`config.mk`:
```
export PLATFORM = sky130hd
export DESIGN_NAME = uart_rx
export DESIGN_NICKNAME = d
export VERILOG_FILES = /design/src/rtl/uart_pkg.sv /design/src/rtl/uart_sync2.sv /design/src/rtl/uart_rx.sv
export SDC_FILE = /design/constraint.sdc
export NUM_CORES = 1
export LEC_CHECK = 0
export BUFFER_PORTS_ARGS = -buffer_cell sky130_fd_sc_hd__buf_2
export CAP_MARGIN = 20
export CORE_UTILIZATION = 58
export DETAILED_ROUTE_END_ITERATION = 6
export GPL_ROUTABILITY_DRIVEN = 0
export GPL_TIMING_DRIVEN = 0
export PLACE_DENSITY_LB_ADDON = 0.08
export RECOVER_POWER = 100
export SYNTH_ARGS = -nofsm -noshare
export SYNTH_HDL_FRONTEND = slang
export SYNTH_SLANG_ARGS = --single-unit
```
`constraint.sdc`:
```
create_clock -name clk -period 2.2 [get_ports clk]
set_input_delay 0.22 -clock clk [delete_from_list [all_inputs] [get_ports clk]]
set_output_delay 0.22 -clock clk [all_outputs]
set_load 0.03 [all_outputs]
```
`src/rtl/uart_pkg.sv`:
```
// Shared UART definitions: receiver state encoding, frame width and bit-period derivation.
// Used by both the receive and transmit sides so their bit timing always agrees.
package uart_pkg;

  localparam int DATA_BITS = 8;

  typedef enum logic [1:0] {
    RX_IDLE  = 2'd0,
    RX_START = 2'd1,
    RX_DATA  = 2'd2,
    RX_STOP  = 2'd3
  } rx_state_t;

  function automatic int clocks_per_bit(input int clock_speed, input int baud_rate);
    return clock_speed / baud_rate;
  endfunction

endpackage

```
`src/rtl/uart_sync2.sv`:
```
// Two-flop synchroniser for a single asynchronous input, 2 clk latency, no backpressure.
// Resets to RST_VAL so an idle-high line does not look like an edge after reset.
module uart_sync2 #(
  parameter logic RST_VAL = 1'b1
) (
  input  logic clk,
  input  logic rst_n,
  input  logic d,
  output logic q
);

  logic meta;

  always_ff @(posedge clk or negedge rst_n) begin
    if (!rst_n) begin
      meta <= RST_VAL;
      q    <= RST_VAL;
    end else begin
      meta <= d;
      q    <= meta;
    end
  end

endmodule

```
`src/rtl/uart_rx.sv`:
```
// 8N1 UART receiver sampling mid-bit; byte valid ~9.5 bit periods + 3 clk after the start edge.
// Holds one byte on a valid/ready handshake; a byte arriving while the held one is unconsumed is dropped and flagged.
module uart_rx
  import uart_pkg::*;
#(
  parameter int CLOCK_SPEED = 100_000_000,
  parameter int BAUD_RATE   = 9600
) (
  input  logic                 clk,
  input  logic                 rst_n,
  input  logic                 rx,
  input  logic                 rx_ready,
  output logic [DATA_BITS-1:0] rx_data,
  output logic                 rx_valid,
  output logic                 rx_busy,
  output logic                 frame_err,
  output logic                 overrun
);

  localparam int CLOCKS_PER_BIT = clocks_per_bit(CLOCK_SPEED, BAUD_RATE);
  localparam int HALF           = CLOCKS_PER_BIT / 2;
  localparam int CNT_W          = $clog2(CLOCKS_PER_BIT);
  localparam int IDX_W          = $clog2(DATA_BITS);

  localparam logic [CNT_W-1:0] CNT_LAST = CNT_W'(CLOCKS_PER_BIT - 1);
  localparam logic [CNT_W-1:0] CNT_MID  = CNT_W'(HALF - 1);
  localparam logic [IDX_W-1:0] IDX_LAST = IDX_W'(DATA_BITS - 1);

  if (CLOCKS_PER_BIT < 4) begin : g_cpb_check
    $error("uart_rx: CLOCKS_PER_BIT must be at least 4");
  end

  logic                 rx_s;
  logic                 rx_d;
  rx_state_t            state;
  logic [CNT_W-1:0]     cnt;
  logic [IDX_W-1:0]     bit_idx;
  logic [DATA_BITS-1:0] shreg;

  uart_sync2 #(.RST_VAL(1'b1)) u_sync (
    .clk   (clk),
    .rst_n (rst_n),
    .d     (rx),
    .q     (rx_s)
  );

  always_ff @(posedge clk or negedge rst_n) begin
    if (!rst_n) begin
      rx_d <= 1'b1;
    end else begin
      rx_d <= rx_s;
    end
  end

  always_ff @(posedge clk or negedge rst_n) begin
    if (!rst_n) begin
      state     <= RX_IDLE;
      cnt       <= '0;
      bit_idx   <= '0;
      shreg     <= '0;
      rx_data   <= '0;
      rx_valid  <= 1'b0;
      rx_busy   <= 1'b0;
      frame_err <= 1'b0;
      overrun   <= 1'b0;
    end else begin
      frame_err <= 1'b0;
      overrun   <= 1'b0;
      if (rx_valid && rx_ready) begin
        rx_valid <= 1'b0;
      end

      case (state)
        RX_IDLE: begin
          cnt <= '0;
          // Edge-triggered so a line stuck low after a framing error stays quiet.
          if (rx_d && !rx_s) begin
            state   <= RX_START;
            rx_busy <= 1'b1;
          end
        end

        RX_START: begin
          if (cnt == CNT_MID) begin
            cnt <= '0;
            if (!rx_s) begin
              state   <= RX_DATA;
              bit_idx <= '0;
            end else begin
              state   <= RX_IDLE;
              rx_busy <= 1'b0;
            end
          end else begin
            cnt <= cnt + CNT_W'(1);
          end
        end

        RX_DATA: begin
          if (cnt == CNT_LAST) begin
            cnt   <= '0;
            shreg <= {rx_s, shreg[DATA_BITS-1:1]};
            if (bit_idx == IDX_LAST) begin
              state <= RX_STOP;
            end else begin
              bit_idx <= bit_idx + IDX_W'(1);
            end
          end else begin
            cnt <= cnt + CNT_W'(1);
          end
        end

        RX_STOP: begin
          // Leaving at mid-stop-bit leaves half a bit to catch a following start edge.
          if (cnt == CNT_LAST) begin
            cnt     <= '0;
            state   <= RX_IDLE;
            rx_busy <= 1'b0;
            if (!rx_s) begin
              frame_err <= 1'b1;
            end else if (!rx_valid || rx_ready) begin
              rx_data  <= shreg;
              rx_valid <= 1'b1;
            end else begin
              overrun <= 1'b1;
            end
          end else begin
            cnt <= cnt + CNT_W'(1);
          end
        end

        default: begin
          state   <= RX_IDLE;
          cnt     <= '0;
          rx_busy <= 1'b0;
        end
      endcase
    end
  end

endmodule
```
==> summary.txt <==
Job
  • Max-cap violations: 0

Clock network
  • Worst-case clock buffer depth: 2
  • Hold_buf cts: 2
  • Clock latency on the worst-skew pair: 0.36 ns
  • CTS tree: yes
  • Number of buffers created by CTS: 5
  • Clk slew on worst S/H paths: 0.13 ns
  • Postcts setup bufs: 0
  • Root buf cell: clkbuf_4
  • Htree depth: 2
  • Clock sinks: 42
  • Post-cts resize count: 0

Floorplan
  • Initial core utilization: 0.622
  • Die Footprint: 0.00356 mm²
  • Core footprint: 0.00310 mm²
  • Top Ports: 16
  • # rows: 20
  • Die X-Extent: 59.7 µm
  • Die height: 59.7 µm

Timing
  • Max frequency: 491 MHz
  • # setup viols final: 0
  • Final WS setup: between 0.15 and 0.2 ns
  • Final Cycle Share: 0.925
  • Final Critical Period: just over 2 ns
  • Final setup TNS: 0 ns
  • Final Max Slew Viols: 0
  • Skew final: a little over 0.02 ns
  • Final Hold Violating Endpoints: 0
  • Rel. slew slack: 0.327
  • Worst-margin pin slew: 1.01 ns
  • WHS: 0.158 ns
  • RSZ-0062 raised after global routing: no

Synthesis
  • Synth Flop Type: dfrtp_1
  • Yosys cell types: 40
  • Ys async rst share: 1.00
  • Yosys reg bits: 42
  • Seq/Total Area, Yosys: 0.547
  • Post-Syn Nets: 164
  • Warnings, synthesis: 0
  • Post-Syn Area: 0.00193 mm²
  • Synthesized netlist cell count: 157
  • Post-synth EDFFs: 0
  • Synth Area per Inst: 12.3 µm²

Final layout
  • Syn-to-layout area delta: 11.2%
  • Antenna diodes: 0
  • Share of cells above drive strength 1: 0.231
  • Fillers: 257
  • Final nets: 188

Power and ir drop
  • Power, Total: 1540 µW
  • Power per cell area: 719 mW/mm²
  • Int Pwr: roughly 1200 µW
  • Clk pwr share: 0.332
  • LEAKAGE: just over 0.001 µW
  • Combinational power share: 0.129
  • Sw frac: 0.253
  • Sequential share of power: 0.539
  • Sw Pwr: just under 400 µW
  • Peak supply drop: ~500 µV

Detailed routing
  • Via/cell ratio: 5.45
  • DRT Pass-1 Iters: 4
  • Routed WL per cell: 14.2 µm
  • WL final: 3210 µm
  • Post-route DRC violation count: 0
  • DRT iter0 DRCs: 53
  • Antenna Nets Post-Route: 0
  • Routed vias: 1,231

Worst setup path
  • Crit start category: flop
  • R2R setup slack: 0.17 ns
  • Critical path arrival: 2.28 ns
  • Setup Crit Path Kind: reg -> reg
  • Critical Path End Type: flop
  • Crit-path max FO: 8
  • Critical Path RT: 2.44 ns

GRT
  • Number of global-route vias before repair: roughly 1,200
  • Total track usage: 0.220
  • Gr ovfl total: 0
  • First-pass GRT wire length: 5720 µm
  • Initial antenna violation count: 0
  • Largest net degree at the start of global routing: 43

Placed design
  • Post-DP HPWL: about 2300 µm
  • IO Port Bufs: 15
  • Post-placement setup slack: 0.196 ns

Status
  • Status: completed

Worst hold path
  • Hold Crit Class: in -> reg
## power by group through the flow
stage | Sequential [µW] | Clock (µW) | Combinational, µW
floorplan | 840 | 0 | 143
global placement | 845 | 0 | 190
detailed placement | 845 | 0 | 198
CTS | 832 | 531 | 201
global route | 835 | 555 | 229
finish | 831 | 511 | 199
## state kept, by name (all words and copies together), names as in the netlist, 3 cells and up, named ones only
name	cells
cnt	14
rx_data	8
shreg	8
bit_idx	3
## critical path, stage by stage (launching register included)
cell and delay, ns:
dfrtp_1 0.43, ha_1 0.26, and4_1 0.22, buf_4 0.16, and4_1 0.18, buf_4 0.16, nand2_2 0.16, mux2_2 0.36
## layer usage
layer / GRT usage / vias to the layer above / part of all wire
li1: - / 604 / -
met1: 0.297 / 605 / 0.49
met2: 0.343 / 16 / 0.46
met3: 0.0649 / 6 / 0.035
met4: 0.0698 / 0 / 0.014
met5: 0 / - / 0
## path summary, 6_finish.rpt
kind	start	endpoint	depth (start not counted)
max in group asynchronous	rst_n	frame_err	2
worst max register to register	cnt[0]	shreg[2]	7
worst min-delay path	rx_ready	overrun	3
min in group asynchronous	rst_n	cnt[6]	2
worst max-delay path	cnt[0]	shreg[2]	7
worst min register to register	u_sync.meta	u_sync.q	0
## per-stage QoR
step / cell area [µm²] / util / cells
after global placement: 2060 / 0.664 / 216
final: 2140 / 0.691 / 226
after CTS: 2160 / 0.698 / 226
after floorplan: 1930 / - / 157
after global routing: 2140 / 0.691 / 226
after detailed placement: 2060 / 0.664 / 216
## cells by family after synthesis
family,count (synthesis),share of synthesized area
buffers and inverters,8,0.0227
xor gates and xnor gates,10,0.0454
and+or+nand+nor,64,0.206
AOI/OAI and AO/OA,11,0.0499
muxes,19,0.110
adders and majority gates,3,0.0195
DFF,42,0.547
## Yosys cell counts, types with 2 or more instances
cell / number / share of area
nor2b_1: 4 / 0.013
nand4_2: 2 / 0.013
nor2_1: 18 / 0.035
xor2_1: 9 / 0.041
and3_1: 2 / 0.0065
inv_1: 2 / 0.0039
nand4_1: 4 / 0.013
dfrtp_1: 39 / 0.51
ha_1: 3 / 0.019
buf_2: 2 / 0.0052
mux2_2: 16 / 0.093
dfstp_2: 3 / 0.041
or3_1: 2 / 0.0065
buf_4: 3 / 0.012
and3b_1: 2 / 0.0091
nand2b_1: 3 / 0.0097
and4_1: 4 / 0.018
nand3_1: 6 / 0.016
mux2i_1: 2 / 0.010
a21oi_1: 3 / 0.0078
o21ai_0: 3 / 0.0078
nand2_1: 7 / 0.014
## cell usage in the layout (no fill, tap or decap), types with 4 or more instances in the layout
master	Yosys	final
dfrtp_1	39	39
nor2_1	18	18
mux2_2	16	16
clkbuf_1	1	14
xor2_1	9	9
nand2_1	7	7
nand3_1	6	6
clkbuf_4	0	5
nor2b_1	4	4
and4_1	4	4
nand4_1	4	4
## final cells by class
| type | count | area [µm²] | area share |
|---|---|---|---|
| Sequential cell | 42 | 1050 | 0.492 |
| Multi-Input combinational cell | 107 | 826 | 0.385 |
| Timing Repair Buffer | 17 | 80.1 | 0.0373 |
| Clock buffer | 7 | 55.1 | 0.0257 |
| Tap cell | 44 | 55.1 | 0.0257 |
| Buffer | 6 | 36.3 | 0.0169 |
| Clock inverter | 1 | 30.0 | 0.0140 |
| Inverter | 2 | 7.51 | 0.00350 |
No activity file was read; power rests on OpenSTA's default activity.
